===== src/rtl/uart_tx_buffered.sv =====
// Buffered 8N1 UART transmitter: CPU byte writes are queued in a FIFO and
// serialised LSB-first on a registered, idle-high serial line.
module uart_tx_buffered #(
  parameter int unsigned CLK_FREQ   = 50_000_000,
  parameter int unsigned BAUD_RATE  = 115_200,
  parameter int unsigned FIFO_DEPTH = 16
) (
  input  logic       clk,
  input  logic       rst,
  input  logic       wr_en,
  input  logic [7:0] wr_data,
  output logic       full,
  output logic       busy,
  output logic       uart_tx
);

  localparam int unsigned ClksPerBit = CLK_FREQ / BAUD_RATE;
  localparam int unsigned PtrW       = $clog2(FIFO_DEPTH);
  localparam int unsigned CntW       = PtrW + 1;
  localparam int unsigned BaudW      = $clog2(ClksPerBit);
  localparam logic [BaudW-1:0] BaudMax  = BaudW'(ClksPerBit - 1);
  localparam logic [CntW-1:0]  DepthCnt = CntW'(FIFO_DEPTH);

  typedef enum logic [1:0] {StIdle, StStart, StData, StStop} state_e;

  state_e            state_q, state_d;
  logic [BaudW-1:0]  baud_q, baud_d;
  logic [2:0]        bit_q, bit_d;
  logic [7:0]        shift_q, shift_d;
  logic [PtrW-1:0]   wr_ptr_q, wr_ptr_d, rd_ptr_q, rd_ptr_d;
  logic [CntW-1:0]   count_q, count_d;
  logic              full_q, full_d, busy_q, busy_d, tx_q, tx_d;
  logic              wr_acc, pop, baud_end;
  logic [7:0]        mem_q [FIFO_DEPTH];

  always_comb begin
    // Writes while full are dropped even if a pop frees a slot this cycle.
    wr_acc   = wr_en && !full_q;
    pop      = 1'b0;
    state_d  = state_q;
    baud_d   = baud_q;
    bit_d    = bit_q;
    shift_d  = shift_q;
    baud_end = (baud_q == BaudMax);

    case (state_q)
      StIdle: begin
        if (count_q != '0) begin
          pop     = 1'b1;
          state_d = StStart;
          baud_d  = '0;
        end
      end
      StStart: begin
        if (baud_end) begin
          state_d = StData;
          bit_d   = '0;
          baud_d  = '0;
        end else begin
          baud_d = baud_q + 1'b1;
        end
      end
      StData: begin
        if (baud_end) begin
          baud_d  = '0;
          shift_d = {1'b0, shift_q[7:1]};
          if (bit_q == 3'd7) begin
            state_d = StStop;
          end else begin
            bit_d = bit_q + 3'd1;
          end
        end else begin
          baud_d = baud_q + 1'b1;
        end
      end
      StStop: begin
        if (baud_end) begin
          baud_d = '0;
          // Chain straight into the next start bit when more data is queued.
          if (count_q != '0) begin
            pop     = 1'b1;
            state_d = StStart;
          end else begin
            state_d = StIdle;
          end
        end else begin
          baud_d = baud_q + 1'b1;
        end
      end
      default: state_d = StIdle;
    endcase

    if (pop) shift_d = mem_q[rd_ptr_q];

    count_d = count_q;
    case ({wr_acc, pop})
      2'b10:   count_d = count_q + 1'b1;
      2'b01:   count_d = count_q - 1'b1;
      default: count_d = count_q;
    endcase

    wr_ptr_d = wr_acc ? wr_ptr_q + 1'b1 : wr_ptr_q;
    rd_ptr_d = pop ? rd_ptr_q + 1'b1 : rd_ptr_q;
    full_d   = (count_d == DepthCnt);
    busy_d   = (count_d != '0) || (state_d != StIdle);

    // Line follows the current state, so it trails the FSM by one cycle.
    case (state_q)
      StStart: tx_d = 1'b0;
      StData:  tx_d = shift_q[0];
      default: tx_d = 1'b1;
    endcase
  end

  always_ff @(posedge clk or negedge rst) begin
    if (!rst) begin
      state_q  <= StIdle;
      baud_q   <= '0;
      bit_q    <= '0;
      shift_q  <= '0;
      wr_ptr_q <= '0;
      rd_ptr_q <= '0;
      count_q  <= '0;
      full_q   <= 1'b0;
      busy_q   <= 1'b0;
      tx_q     <= 1'b1;
    end else begin
      state_q  <= state_d;
      baud_q   <= baud_d;
      bit_q    <= bit_d;
      shift_q  <= shift_d;
      wr_ptr_q <= wr_ptr_d;
      rd_ptr_q <= rd_ptr_d;
      count_q  <= count_d;
      full_q   <= full_d;
      busy_q   <= busy_d;
      tx_q     <= tx_d;
    end
  end

  always_ff @(posedge clk) begin
    if (wr_acc) mem_q[wr_ptr_q] <= wr_data;
  end

  assign full    = full_q;
  assign busy    = busy_q;
  assign uart_tx = tx_q;

endmodule


===== config.mk =====
export PLATFORM = sky130hd
export DESIGN_NAME = uart_tx_buffered
export DESIGN_NICKNAME = d
export VERILOG_FILES = /design/src/rtl/uart_tx_buffered.sv
export SDC_FILE = /design/constraint.sdc
export NUM_CORES = 1
export LEC_CHECK = 0
export CAP_MARGIN = 20
export CORE_AREA = 2 2 129 131
export DETAILED_ROUTE_END_ITERATION = 8
export DIE_AREA = 0 0 131 133
export GPL_TIMING_DRIVEN = 0
export HOLD_SLACK_MARGIN = 0.06
export PLACE_DENSITY = 0.6
export SLEW_MARGIN = 10
export SYNTH_ARGS = -nofsm -noshare
export SYNTH_HDL_FRONTEND = slang
export SYNTH_SLANG_ARGS = --single-unit

===== constraint.sdc =====
create_clock -name clk -period 3.7 [get_ports clk]
set_input_delay 0.74 -clock clk [delete_from_list [all_inputs] [get_ports clk]]
set_output_delay 0.74 -clock clk [all_outputs]
set_load 0.01 [all_outputs]

==> flow_summary.yaml <==
outcome:
  outcome: "finished clean"
floorplan:
  floorplan.die_area_sq_um: 17400
  floorplan.initialDensity_pct: 43.7
  placement_rows: 47
  ioPinCount: 14
  placeableCoreArea_sq_um: 16200
  die-width_um: 131
  die_h_um: 133
layout:
  num_antenna_cells: 0
  final_net_count: 470
  final_layout_size_suffix_gt1_share_pct: 20.7
  syn_to_final_growth_pct: 14.1
  fillers: 1353
placement:
  detailedPlacementHpwl_mm: 9.15
  portBuffers: 13
  gp_routability_congestion: 0.812
timing:
  timing.max_slew.rel_slack_pct: 42.1
  skew_ns: 0.0104
  finalHoldWorstSlack_ns: 0.268
  rsz0062_at_grt: "false"
  tightestPinTransition_ns: 0.869
  fmaxAchievable_mhz: 295
  drv_slew: 0
  period_minus_slack_ns: 3.39
  final-hold-violation-count: 0
  setup_viol: 0
  setup-tns-final_ns: 0
  post-route-period-util_pct: 91.5
clocking:
  cts_tree: "done"
  cts.repair_timing.setup_buffer_count: 0
  total_number_of_clock_tree_sinks: 166
  cts_buffers: 17
  number_of_hold_buffers_added_after_cts: 0
  cts-htree-levels: 4
  clockBufferDepth: 2
  path_clk_slew_ns: 0.07
  clkLatencyLatePin_ns: 0.42
  cts.repair.resized: 0
  root_buffer: "clkbuf_16"
logic_synthesis:
  synthArstFlopShare_pct: 22.9
  post_synth_instance_area_sq_um: 7060
  yosys_cell_types: 54
  largest_area_contributor_in_the_netlist: "edfxtp_1"
  ys_seq_elements: 166
  yosysWarnings: 0
  synth_enable_flop_cells: 128
  sequential_area_share_after_synthesis_pct: 67.9
  yosys_most_used_dff: "edfxtp_1"
  yosys.area.top_type_share_pct: 54.4
  post_synth_main_area_contributors: "edfxtp_1 54%, dfrtp_1 13%, mux4_2 13%"
  most_repeated_cell_in_the_gate_level_netlist_after_synthesis: "edfxtp_1"
  postSynthCellCount: 410
  synth_commonest_cells: "128 x edfxtp_1, 40 x mux4_2, 37 x dfrtp_1"
  mappedNetlistNets: 437
  syn_avg_cell_area_sq_um: 17.2
route:
  vias: 3597
  route.final.wire_length_mm: 13.4
  post_drt_via_cell_ratio: 5.33
  route.detailed.wl_per_inst_um: 19.9
  drtIter0Drc: 238
  drc: 0
  drt_antenna_net_count: 0
  drtPass1Iterations: 4
power:
  power.ir.vdd_worst_mv: 0.369
  power.net_switching_w: 0.00185
  clock_network_fraction_of_total_power_pct: 28.6
  internal_power_w: 0.00409
  p_seq_share_pct: 41.3
  switching_power_as_a_share_of_total_power_pct: 31.2
  areal_power_density_over_the_cells_nw_per_um2: 737
  combinationalPowerShare_pct: 30.1
  power.leakage_nw: 2.77
setup_path:
  timing.critical_path.fanout_max: 10
  arr_time_crit_path_ns: 3.68
  worst_r2r_dst: "busy$_DFF_PN0_"
  worstPathRequired_ns: 3.99
  worstSetupEndpointType: "flip-flop"
  worst-r2r-cell-count: 13
  worst-r2r-setup-slack_ns: 0.31
  critical_path_class: "flip-flop to flip-flop"
  startpoint_type: "flip-flop"
  worst_r2r_startpoint: "baud_q[1]$_DFFE_PN0P_"
run:
  timing.max_cap.violations: 0
global_routing:
  globalRouteTotalUtil_pct: 16.5
  antenna_found_initial: 0
  grt_max_degree: 22
  grt_first_pass_wirelength_mm: 21.1
  grt_pass1_vias: 3725
  grt_overflow_total: 0
hold_path:
  hold_path_class: "input port to asynchronous set/reset pin"
registers in the layout, summed over array words and instances, names as in the netlist:
name,cells
wr_ptr_q,4
full,1
count_q,5
state_q,2
baud_q,9
shift_q,8
busy,1
bit_q,3
mem_q,128
uart_tx,1
rd_ptr_q,4
cells by family (layout without fill, tap and decap cells):
kind of cell               Yosys count  count (layout)  synth area share [%]
AOI/OAI and AO/OA                   50              50                  4.82
xor gates and xnor gates            11              11                  1.36
adders and majority gates           16              16                  2.83
buffers and inverters               25              70                  1.51
DFF                                166             166                  67.9
muxes                               50              50                  14.3
and+or+nand+nor                     92              92                  7.28
metrics by stage:
step	total power, W	setup slack (ns)	instance area [sq um]	utilization (%)	std cells
floorplan	0.00379	0.740	7060	-	410
global placement	0.00425	0.127	7470	46.2	643
detailed placement	0.00430	0.135	7490	46.3	644
CTS	0.00600	0.315	8060	49.8	675
global route	0.00624	0.0417	8060	49.8	675
finish	0.00594	0.313	8060	49.8	675
final cells by class:
cell class / instances / area [sq um] / area share (%)
clock buffer: 17 / 425 / 5.28
multi-input combinational: 219 / 2160 / 26.8
buffer: 15 / 68.8 / 0.854
clock inverter: 14 / 143 / 1.77
timing repair buffer: 14 / 153 / 1.89
sequential: 166 / 4800 / 59.5
inverter: 10 / 37.5 / 0.466
tap: 220 / 275 / 3.42
worst max-delay path, stage by stage (launching register included):
cell and delay (ns):
dfrtp_1 0.39, inv_1 0.08, ha_1 0.15, and4_1 0.28, a31o_4 0.24, nor3b_4 0.38, buf_4 0.30, ha_1 0.31
a21o_1 0.18, a21oi_1 0.04, or3b_1 0.37, xnor2_1 0.17, nor4_1 0.27, nand3b_1 0.10
worst max-delay path by stage:
stage	startpoint	endpoint	cells past startpoint
5_1_grt	baud_q[1]$_DFFE_PN0P_	busy$_DFF_PN0_	13
4_1_cts	baud_q[1]$_DFFE_PN0P_	busy$_DFF_PN0_	13
3_5_place_dp	wr_en	busy$_DFF_PN0_	13
2_1_floorplan	wr_en	busy$_DFF_PN0_	12
3_3_place_gp	wr_en	busy$_DFF_PN0_	13
6_report	baud_q[1]$_DFFE_PN0P_	busy$_DFF_PN0_	13
layout by cell type (no fill, tap or decap), drive strengths merged, types with 2 or more instances in the layout:
| cell type | instances |
|---|---|
| a21oi | 4 |
| a22o | 2 |
| a22oi | 2 |
| a31oi | 4 |
| and2 | 17 |
| and3 | 6 |
| buf | 11 |
| clkbuf | 23 |
| clkdlybuf4s50 | 12 |
| clkinv | 3 |
| clkinvlp | 3 |
| dfrtp | 37 |
| edfxtp | 128 |
| ha | 16 |
| inv | 17 |
| mux2 | 3 |
| mux2i | 7 |
| mux4 | 40 |
| nand2 | 32 |
| nand2b | 2 |
| nand3 | 3 |
| nand4 | 5 |
| nor2 | 10 |
| nor2b | 2 |
| nor3 | 4 |
| nor3b | 2 |
| nor4 | 2 |
| o21ai | 28 |
| xnor2 | 9 |
| xor2 | 2 |
power by group through the flow:
stage / registers [W] / logic (W) / clock network, W
CTS: 0.00246 / 0.00181 / 0.00173
finish: 0.00245 / 0.00179 / 0.00170
global placement: 0.00248 / 0.00177 / 0
global route: 0.00248 / 0.00195 / 0.00181
floorplan: 0.00245 / 0.00134 / 0
detailed placement: 0.00249 / 0.00181 / 0
metal layers:
layer / part of all wire [%] / global-route usage [%] / wire length [um] / vias to the layer above
met3: 2.7 / 4.00 / 360 / 15
met4: 1.4 / 4.79 / 188 / 0
li1: - / - / - / 1678
met5: 0 / 0 / 0 / -
met1: 46 / 22.9 / 6220 / 1858
met2: 50 / 26.1 / 6640 / 46
(Power assumes the default switching activity.)
